**config.mk**
```make
export PLATFORM = sky130hd
export DESIGN_NAME = m_dram_responder
export DESIGN_NICKNAME = d
export VERILOG_FILES = /design/src/rtl/dram_resp_pkg.sv /design/src/rtl/m_dram_lane.sv /design/src/rtl/m_dram_responder.sv
export SDC_FILE = /design/constraint.sdc
export NUM_CORES = 1
export LEC_CHECK = 0
export BUFFER_PORTS_ARGS = -buffer_cell sky130_fd_sc_hd__buf_2
export CAP_MARGIN = 20
export CORE_UTILIZATION = 56
export CTS_BUF_LIST = sky130_fd_sc_hd__clkbuf_8 sky130_fd_sc_hd__clkbuf_16
export DETAILED_ROUTE_END_ITERATION = 7
export PLACE_DENSITY = 0.86
export SLEW_MARGIN = 20
export SYNTH_ARGS = -nofsm -noshare
export SYNTH_HDL_FRONTEND = slang
export SYNTH_SLANG_ARGS = --single-unit
```
**constraint.sdc**
```tcl
create_clock -name CLK -period 11.2 [get_ports CLK]
set_clock_uncertainty 0.15 [all_clocks]
set_input_delay 0.56 -clock CLK [delete_from_list [all_inputs] [get_ports CLK]]
set_output_delay 0.56 -clock CLK [all_outputs]
set_load 0.01 [all_outputs]
```
**src/rtl/dram_resp_pkg.sv**
```systemverilog
// Shared definitions for the DRAM responder: access-size codes, FSM states,
// and small helpers for size and alignment decisions.
package dram_resp_pkg;

   // RISC-V funct3 load/store size codes
   localparam logic [2:0] CTRL_B  = 3'b000;
   localparam logic [2:0] CTRL_H  = 3'b001;
   localparam logic [2:0] CTRL_W  = 3'b010;
   localparam logic [2:0] CTRL_BU = 3'b100;
   localparam logic [2:0] CTRL_HU = 3'b101;

   typedef enum logic [1:0] {
      IDLE,
      RD,
      WAIT,
      WR
   } state_e;

   // Full-word access: the store needs no read-modify-write
   function automatic logic is_word(input logic [2:0] ctrl);
      return ctrl[1];
   endfunction

   function automatic logic is_misaligned(input logic [2:0] ctrl, input logic [1:0] a);
      if (ctrl[1])
         return (a != 2'b00);
      else if (ctrl[0])
         return a[0];
      else
         return 1'b0;
   endfunction

   // Byte offset of the access after aligning down to its own size
   function automatic logic [1:0] align_off(input logic [2:0] ctrl, input logic [1:0] a);
      if (ctrl[1])
         return 2'b00;
      else if (ctrl[0])
         return {a[1], 1'b0};
      else
         return a;
   endfunction

endpackage

```
**src/rtl/m_dram_lane.sv**
```systemverilog
// Combinational lane logic: extracts and extends the load lane from a read
// word, and merges the store lane into a read word for read-modify-write.
module m_dram_lane
   import dram_resp_pkg::*;
(
   input  logic [2:0]  ctrl,
   input  logic [1:0]  off,
   input  logic [31:0] rdata,
   input  logic [31:0] wdata,
   output logic [31:0] ldata,
   output logic [31:0] mdata
);

   logic [7:0]  b_lane;
   logic [15:0] h_lane;

   // Select the byte and half-word lanes addressed by the aligned offset
   always_comb begin
      b_lane = rdata[7:0];
      case (off)
         2'd0: b_lane = rdata[7:0];
         2'd1: b_lane = rdata[15:8];
         2'd2: b_lane = rdata[23:16];
         2'd3: b_lane = rdata[31:24];
         default: b_lane = rdata[7:0];
      endcase
      h_lane = off[1] ? rdata[31:16] : rdata[15:0];
   end

   // Load path: right-align the lane and sign- or zero-extend it
   always_comb begin
      ldata = rdata;
      case (ctrl)
         CTRL_B:  ldata = {{24{b_lane[7]}}, b_lane};
         CTRL_BU: ldata = {24'd0, b_lane};
         CTRL_H:  ldata = {{16{h_lane[15]}}, h_lane};
         CTRL_HU: ldata = {16'd0, h_lane};
         CTRL_W:  ldata = rdata;
         default: ldata = rdata;
      endcase
   end

   // Store path: overwrite only the addressed lane of the read word
   always_comb begin
      mdata = rdata;
      case (ctrl[1:0])
         2'b00: begin
            case (off)
               2'd0: mdata[7:0]   = wdata[7:0];
               2'd1: mdata[15:8]  = wdata[7:0];
               2'd2: mdata[23:16] = wdata[7:0];
               2'd3: mdata[31:24] = wdata[7:0];
               default: mdata = rdata;
            endcase
         end
         2'b01: begin
            if (off[1])
               mdata[31:16] = wdata[15:0];
            else
               mdata[15:0] = wdata[15:0];
         end
         default: mdata = wdata;
      endcase
   end

endmodule

```
**src/rtl/m_dram_responder.sv**
```systemverilog
// DRAM request responder: accepts one load or store at a time and executes
// it against a word-wide memory with variable read latency. Sub-word stores
// are performed as read-modify-write.
module m_dram_responder
   import dram_resp_pkg::*;
#(
   parameter int unsigned ADDR_W = 24
)
(
   input  logic              CLK,
   input  logic              RST,
   input  logic [31:0]       w_dram_addr,
   input  logic [31:0]       w_dram_wdata,
   input  logic [2:0]        w_dram_ctrl,
   input  logic              w_dram_le,
   input  logic              w_dram_we_t,
   output logic              w_dram_busy,
   output logic [31:0]       w_dram_odata,
   output logic              w_misalign,
   output logic [ADDR_W-1:0] w_mem_addr,
   output logic [31:0]       w_mem_wdata,
   output logic              w_mem_re,
   output logic              w_mem_we,
   input  logic [31:0]       w_mem_rdata,
   input  logic              w_mem_rvalid
);

   state_e            state, state_nxt;
   logic              accept, rd_done;
   logic              req_store;
   logic [2:0]        req_ctrl;
   logic [1:0]        req_off;
   logic [31:0]       req_wdata;
   logic [ADDR_W-1:0] mem_addr;
   logic [31:0]       mem_wdata;
   logic [31:0]       odata;
   logic              misalign;
   logic [31:0]       lane_ldata, lane_mdata;

   // Address bits above the memory window are not decoded
   if (ADDR_W < 30) begin : g_addr_hi
      logic addr_hi_unused;
      assign addr_hi_unused = ^w_dram_addr[31:ADDR_W+2];
   end

   m_dram_lane u_lane (
      .ctrl  (req_ctrl),
      .off   (req_off),
      .rdata (w_mem_rdata),
      .wdata (req_wdata),
      .ldata (lane_ldata),
      .mdata (lane_mdata)
   );

   // Next-state logic; a store strobe wins over a simultaneous load strobe
   always_comb begin
      state_nxt = state;
      accept    = 1'b0;
      rd_done   = 1'b0;
      case (state)
         IDLE: begin
            if (w_dram_we_t) begin
               accept    = 1'b1;
               state_nxt = is_word(w_dram_ctrl) ? WR : RD;
            end else if (w_dram_le) begin
               accept    = 1'b1;
               state_nxt = RD;
            end
         end
         RD:   state_nxt = WAIT;
         WAIT: begin
            if (w_mem_rvalid) begin
               rd_done   = 1'b1;
               state_nxt = req_store ? WR : IDLE;
            end
         end
         WR:   state_nxt = IDLE;
         default: state_nxt = IDLE;
      endcase
   end

   // State register
   always_ff @(posedge CLK or posedge RST) begin
      if (RST)
         state <= IDLE;
      else
         state <= state_nxt;
   end

   // Request latch, write-data merge and load-result register
   always_ff @(posedge CLK or posedge RST) begin
      if (RST) begin
         req_store <= 1'b0;
         req_ctrl  <= '0;
         req_off   <= '0;
         req_wdata <= '0;
         mem_addr  <= '0;
         mem_wdata <= '0;
         odata     <= '0;
         misalign  <= 1'b0;
      end else begin
         misalign <= 1'b0;
         if (accept) begin
            req_store <= w_dram_we_t;
            req_ctrl  <= w_dram_ctrl;
            req_off   <= align_off(w_dram_ctrl, w_dram_addr[1:0]);
            req_wdata <= w_dram_wdata;
            mem_addr  <= w_dram_addr[ADDR_W+1:2];
            misalign  <= is_misaligned(w_dram_ctrl, w_dram_addr[1:0]);
            if (w_dram_we_t && is_word(w_dram_ctrl))
               mem_wdata <= w_dram_wdata;
         end
         if (rd_done) begin
            if (req_store)
               mem_wdata <= lane_mdata;
            else
               odata <= lane_ldata;
         end
      end
   end

   assign w_dram_busy  = (state != IDLE);
   assign w_dram_odata = odata;
   assign w_misalign   = misalign;
   assign w_mem_addr   = mem_addr;
   assign w_mem_wdata  = mem_wdata;
   assign w_mem_re     = (state == RD);
   assign w_mem_we     = (state == WR);

endmodule

```
==> results of run 1 <==
## cell usage after synthesis
cell / number / share of area (%)
nor2_1: 37 / 2.1
nor2b_1: 30 / 2.8
nand3_1: 2 / 0.15
and4bb_2: 1 / 0.19
a2bb2oi_1: 1 / 0.13
a22o_1: 1 / 0.13
and3_1: 1 / 0.094
a21o_4: 1 / 0.23
nand2_1: 224 / 13
dfrtp_1: 129 / 48
mux4_2: 1 / 0.34
nand2b_1: 17 / 1.6
a221oi_2: 1 / 0.23
buf_6: 1 / 0.17
clkbuf_1: 37 / 2.1
a32o_1: 6 / 0.90
clkbuf_2: 1 / 0.075
o21ai_1: 1 / 0.075
mux2i_1: 19 / 2.9
o21a_1: 1 / 0.11
a222oi_1: 16 / 2.4
a211oi_2: 1 / 0.19
buf_4: 3 / 0.34
o22ai_1: 8 / 0.75
a21bo_2: 1 / 0.15
a211oi_1: 24 / 2.7
nand3b_1: 9 / 1.0
a21oi_1: 58 / 4.4
nand4bb_1: 1 / 0.17
a21oi_4: 1 / 0.24
nor4bb_1: 1 / 0.15
inv_1: 3 / 0.17
o21ai_0: 28 / 2.1
and2_1: 1 / 0.094
mux2_2: 39 / 6.6
nor3b_1: 8 / 0.90
o2111ai_1: 8 / 1.1
a21o_1: 1 / 0.11
buf_2: 13 / 0.98
o221ai_1: 1 / 0.13
## worst max path at each step
stage	start	to	slack (ns)
3_3_place_gp	req_ctrl[1]	w_dram_odata[25]	8.41
3_5_place_dp	req_off[1]	w_dram_odata[10]	8.60
2_1_floorplan	RST	req_ctrl[0]	7.05
6_report	req_off[1]	w_dram_odata[10]	8.54
4_1_cts	req_off[1]	w_dram_odata[10]	8.60
5_1_grt	req_off[1]	w_dram_odata[12]	8.40
## registers in the layout, summed over array words and instances (netlist names)
name,count
w_dram_odata,32
w_mem_addr,24
w_mem_wdata,32
req_off,2
state,2
w_misalign,1
req_ctrl,3
req_wdata,32
req_store,1
## metrics by stage
stage	setup WS (ns)	hold slack (ns)
2_1_floorplan	7.05	0.295
3_3_place_gp	8.41	0.306
3_5_place_dp	8.60	0.308
4_1_cts	8.60	0.0791
5_1_grt	8.40	0.105
6_report	8.54	0.0574
## final cells by class
class                      count  area share, %
timing repair buffer         198           12.7
inverter                       3          0.166
tap                          143           2.16
multi-input combinational    550           38.8
clock inverter                11           1.35
sequential                   129           39.0
clock buffer                  21           5.81
## critical path, delay by kind of cell (launching register included)
kind                   cells  cell delay (ns)
AOI/OAI and AO/OA          2             0.71
buffers and inverters      1             0.49
DFF                        1             0.54
muxes                      1             0.61
## power by group
part / internal [uW] / leakage (uW) / switching [uW]
sequential: 700 / 0.00156 / 199
clock: 348 / 0.000292 / 199
combinational: 441 / 0.00212 / 617
## cell families (layout without fill, tap and decap cells)
group,after synthesis,in the layout
and+or+nand+nor,332,332
AOI/OAI and AO/OA,159,159
DFF,129,129
muxes,59,59
buffers and inverters,58,233
## metal layers
layer | track usage, % | vias to the layer above | wire length [um]
met3 | 7.38 | 64 | 1950
li1 | - | 2884 | -
met5 | 0 | - | 0
met4 | 15.3 | 0 | 717
met1 | 42.5 | 2971 | 7650
met2 | 49.6 | 362 | 8730
==> flow_summary.toml, run 1 <==
[sta]
finalCriticalPeriod_ns = 2.66
slew-limit-headroom_pct = 29.2
maxSlewViolCount = 0
hold_viol = 0
rsz0062_at_grt = "no"
setup_viol = 0
max_freq_ghz = 0.376
finalCritPeriodShare_pct = 23.8
tightest_slew_ns = 1.06
timing.setup.tns_ns = 0

[logic_synthesis]
syn_area_um2 = 6660
synth_fp_nets = 841
yosysSeqAreaShare_pct = 48.5
synth-simple-area-share_pct = 21.9
synth_compound_area_share_pct = 16.0
syn-mean-instance-area_um2 = 9.03
synth_top_family_by_area = "simple AND/OR/NAND/NOR gates"
synthMuxAreaShare_pct = 9.79
synthAdderAreaFrac_pct = 0
synthCells = 737
synth-seq-cells = 129
yosysUniqueCellTypes = 40
synth_warnings = 0
synth_xor_area_share_pct = 0

[critical_path]
cp.required_ns = 11.32
cp.arrival_ns = 2.78
cp_slowest_cell = "mux4_2"
cp_cell_sequence = "buf_4 -> mux4_2 -> a211oi_2 -> a21oi_1"
worstReg2RegEnd = "w_dram_odata[10]"
worstSetupPathType = "reg2reg"
worstReg2RegStart = "req_off[1]"
cp_max_fo = 42
critical_path.max_stage_delay_ns = 0.61
reg2reg_slack_ns = 8.54
r2r_cells = 4
end_kind = "register"
start_kind = "register"

[final_layout]
ff_latch_area_um2 = 3230
mostFrequentLayoutCells = "nand2_1, buf_2, dfrtp_1"
drive_gt1_share_pct = 30.9
area_growth_pct = 24.3
fin_cells = 1055
nFillCells = 860
design_area_um2 = 8280
multi_input_area_um2 = 3210
nets = 1003
antenna_cells = 0
final_common_cell = "nand2_1"
postLayoutCoreUtil_pct = 71.9

[cts]
clk_latency_ns = 0.42
cts_made_buffers = 17
cts.sinks = 129
cts_resized = 0
cts.htree.levels = 4
cts_root_buffer = "clkbuf_16"
cts_buffer_depth = 2
clk_pin_slew_worst_paths_ns = 0.06
cts_setup_buffers = 0
tritoncts = "built"
holdBufCountCts = 0

[routing]
num_vias = 6281
remaining_drc_errors = 28
drtIter0Drc = 846
finalWirelength_um = 19000
wl_per_cell_um = 18.1
post_drt_via_cell_ratio = 5.95
first_pass_iters = 8
antenna_left = 0

[floorplan]
num_rows = 39
initial_core_util_pct = 57.8
die_h_um = 111
fp.dieW_um = 111
num_io_pins = 196
core_um2 = 11500
die_area_um2 = 12300

[grt]
grt_max_degree = 81
grt_antenna_before_repair = 0
overflow = 0
grt_pass1_vias = 5961
track_usage_pct = 32.0
grt_first_pass_wirelength_um = 30700

[power]
finalPower_uw = 2500
p_leak_uw = 0.00397
power_density_nw_per_um2 = 303
peakVddDrop_uv = 197

[hold_path]
holdCritPathClass = "in2async"

[placed_design]
place.gp.congestion = 0.867
portBuffers = 189
dp_cells = 1021
postPlaceCellArea_um2 = 7630
dp_hpwl_um = 12900

[job]
cap_violations = 0

[run_status]
violations = "design-rule violations"
status = "complete, but fails checks"
Note: power is estimated with default switching activity, not from simulation.
==> run 2, diff against run 1 <==
--- a/config.mk
+++ b/config.mk
@@ -7,10 +7,10 @@
 export LEC_CHECK = 0
 export BUFFER_PORTS_ARGS = -buffer_cell sky130_fd_sc_hd__buf_2
 export CAP_MARGIN = 20
-export CORE_UTILIZATION = 56
+export CORE_UTILIZATION = 52
 export CTS_BUF_LIST = sky130_fd_sc_hd__clkbuf_8 sky130_fd_sc_hd__clkbuf_16
 export DETAILED_ROUTE_END_ITERATION = 7
-export PLACE_DENSITY = 0.86
+export PLACE_DENSITY = 0.8
 export SLEW_MARGIN = 20
 export SYNTH_ARGS = -nofsm -noshare
 export SYNTH_HDL_FRONTEND = slang
==> constraint.sdc (replaced) <==
create_clock -name CLK -period 2.7 [get_ports CLK]
set_clock_uncertainty 0.15 [all_clocks]
set_input_delay 0.135 -clock CLK [delete_from_list [all_inputs] [get_ports CLK]]
set_output_delay 0.135 -clock CLK [all_outputs]
set_load 0.01 [all_outputs]
==> run 2 against run 1 <==
  * Largest cell class unchanged
  * Maximum frequency increased by 13%
  * Critical path type unchanged
  * Global-route usage increased by 3.3 points
  * Total power increased to 4.3 times the previous value
  * Highest routed layer unchanged
  * The run still ends with design-rule violations left
==> flow_summary.toml, run 2 (synthesis results as in run 1) <==
[routing]
wl_per_cell_um = 19.0
finalWirelength_um = 22400
post_drt_via_cell_ratio = 5.87
antenna_left = 0
num_vias = 6944
remaining_drc_errors = 4
first_pass_iters = 8
drtIter0Drc = 813

[placed_design]
dp_hpwl_um = 13500
dp_cells = 1057
portBuffers = 189
place.gp.congestion = 0.928

[cts]
cts_root_buffer = "clkbuf_16"
clk_pin_slew_worst_paths_ns = 0.06
cts_resized = 0
cts.htree.levels = 4
tritoncts = "built"
cts_made_buffers = 17
cts.sinks = 129
clk_latency_ns = 0.42
cts_buffer_depth = 2

[sta]
finalCriticalPeriod_ns = 2.36
rsz0062_at_grt = "no"
tightest_slew_ns = 0.812
max_freq_ghz = 0.424
setup_viol = 0
holdWs_ns = 0.0269
slew-limit-headroom_pct = 45.7
finalCritPeriodShare_pct = 87.4
hold_viol = 0
maxSlewViolCount = 0
timing.setup.tns_ns = 0

[grt]
track_usage_pct = 35.3
grt_pass1_vias = 6927
grt_max_degree = 61
overflow = 0
grt_antenna_before_repair = 1
grt_first_pass_wirelength_um = 35300

[run_status]
violations = "design-rule violations"
status = "complete, but fails checks"

[final_layout]
nFillCells = 823
ff_latch_area_um2 = 3230
final_common_cell = "nand2_1"
postLayoutCoreUtil_pct = 76.0
multi_input_area_um2 = 3200
fin_cells = 1182
area_growth_pct = 40.0
nets = 1104
mostFrequentLayoutCells = "nand2_1, buf_2, dfrtp_1"
drive_gt1_share_pct = 28.3

[hold_path]
holdPathEnd = "w_dram_odata[6]"
hold_start = "w_mem_rdata[14]"
hold-path-cell-count = 4
holdCritPathClass = "in2reg"

[floorplan]
initial_core_util_pct = 54.3
die_h_um = 115
core_um2 = 12300
num_rows = 40
num_io_pins = 196
die_area_um2 = 13300
fp.dieW_um = 115

[critical_path]
cp.required_ns = 2.81
cp_cell_sequence = "mux4_2 -> a211oi_2 -> a21oi_1"
cp_slowest_cell = "dfrtp_1"
reg2reg_slack_ns = 0.34
worstReg2RegStart = "req_off[1]"
worstSetupPathType = "reg2reg"
cp.arrival_ns = 2.47
end_kind = "register"
cp_max_fo = 14
critical_path.max_stage_delay_ns = 0.67
r2r_cells = 3
start_kind = "register"
worstReg2RegEnd = "w_dram_odata[14]"

[job]
cap_violations = 0

[power]
p_leak_uw = 0.00441
peakVddDrop_uv = 833
power_density_nw_per_um2 = 1160
run 2: cell types whose count changed in the layout (fill, tap and decap cells not counted), moves of 2 or more:
cell / change
dlygate4sd3_1: +92
buf_4: +6
buf_12: +5
buf_16: -2
clkbuf_8: -2
inv_1: +2
run 2: through the flow:
| stage | cell area (um^2) | setup slack, ns | power, uW |
|---|---|---|---|
| after global placement | 7800 | 0.508 | 8020 |
| after detailed placement | 7800 | 0.429 | 8160 |
| after floorplan | 6660 | 0.820 | 6480 |
| final | 9320 | 0.339 | 10800 |
| after global routing | 9320 | 0.249 | 11500 |
| after CTS | 9320 | 0.404 | 10700 |
run 2: power by group:
part	leakage, uW	internal (uW)	switching (uW)	total [uW]
registers	0.00156	2910	821	3730
clock network	0.000302	1480	852	2340
logic	0.00255	2010	2770	4780
total	0.00441	6400	4450	10800
run 2: critical path: cells and delay by family, from the launching register on:
family          cells  cell delay (ns)
compound gates      2             0.76
flops               1             0.67
mux                 1             0.61
run 2: worst max path at each step:
stage,from,to,slack [ns],cells past startpoint
after floorplan,RST,req_ctrl[0],0.82,1
after global placement,req_off[1],w_dram_odata[8],0.51,3
after detailed placement,req_off[1],w_dram_odata[14],0.43,3
after CTS,req_off[1],w_dram_odata[15],0.40,3
after global routing,req_off[1],w_dram_odata[7],0.25,4
final,req_off[1],w_dram_odata[14],0.34,3
run 2: per-layer routing:
layer  GRT usage [%]  wire, um  vias up
li1                -         -     3082
met1            43.8      8620     3312
met2            57.9     10700      443
met3            7.96      1950      107
met4            18.4      1120        0
met5               0         0        -
run 2: area by class of cell:
cell class / count / area share (%)
multi-input combinational: 550 / 34.4
sequential: 129 / 34.6
clock buffer: 19 / 4.86
tap: 168 / 2.25
clock inverter: 13 / 1.56
inverter: 3 / 0.161
timing repair buffer: 299 / 22.1
antenna: 1 / 0.0268
run 2: what timing repair did:
action,4_1_cts,5_1_grt
endpoints found under the hold margin,189,0
setup buffers,0,0
hold buffers,92,0
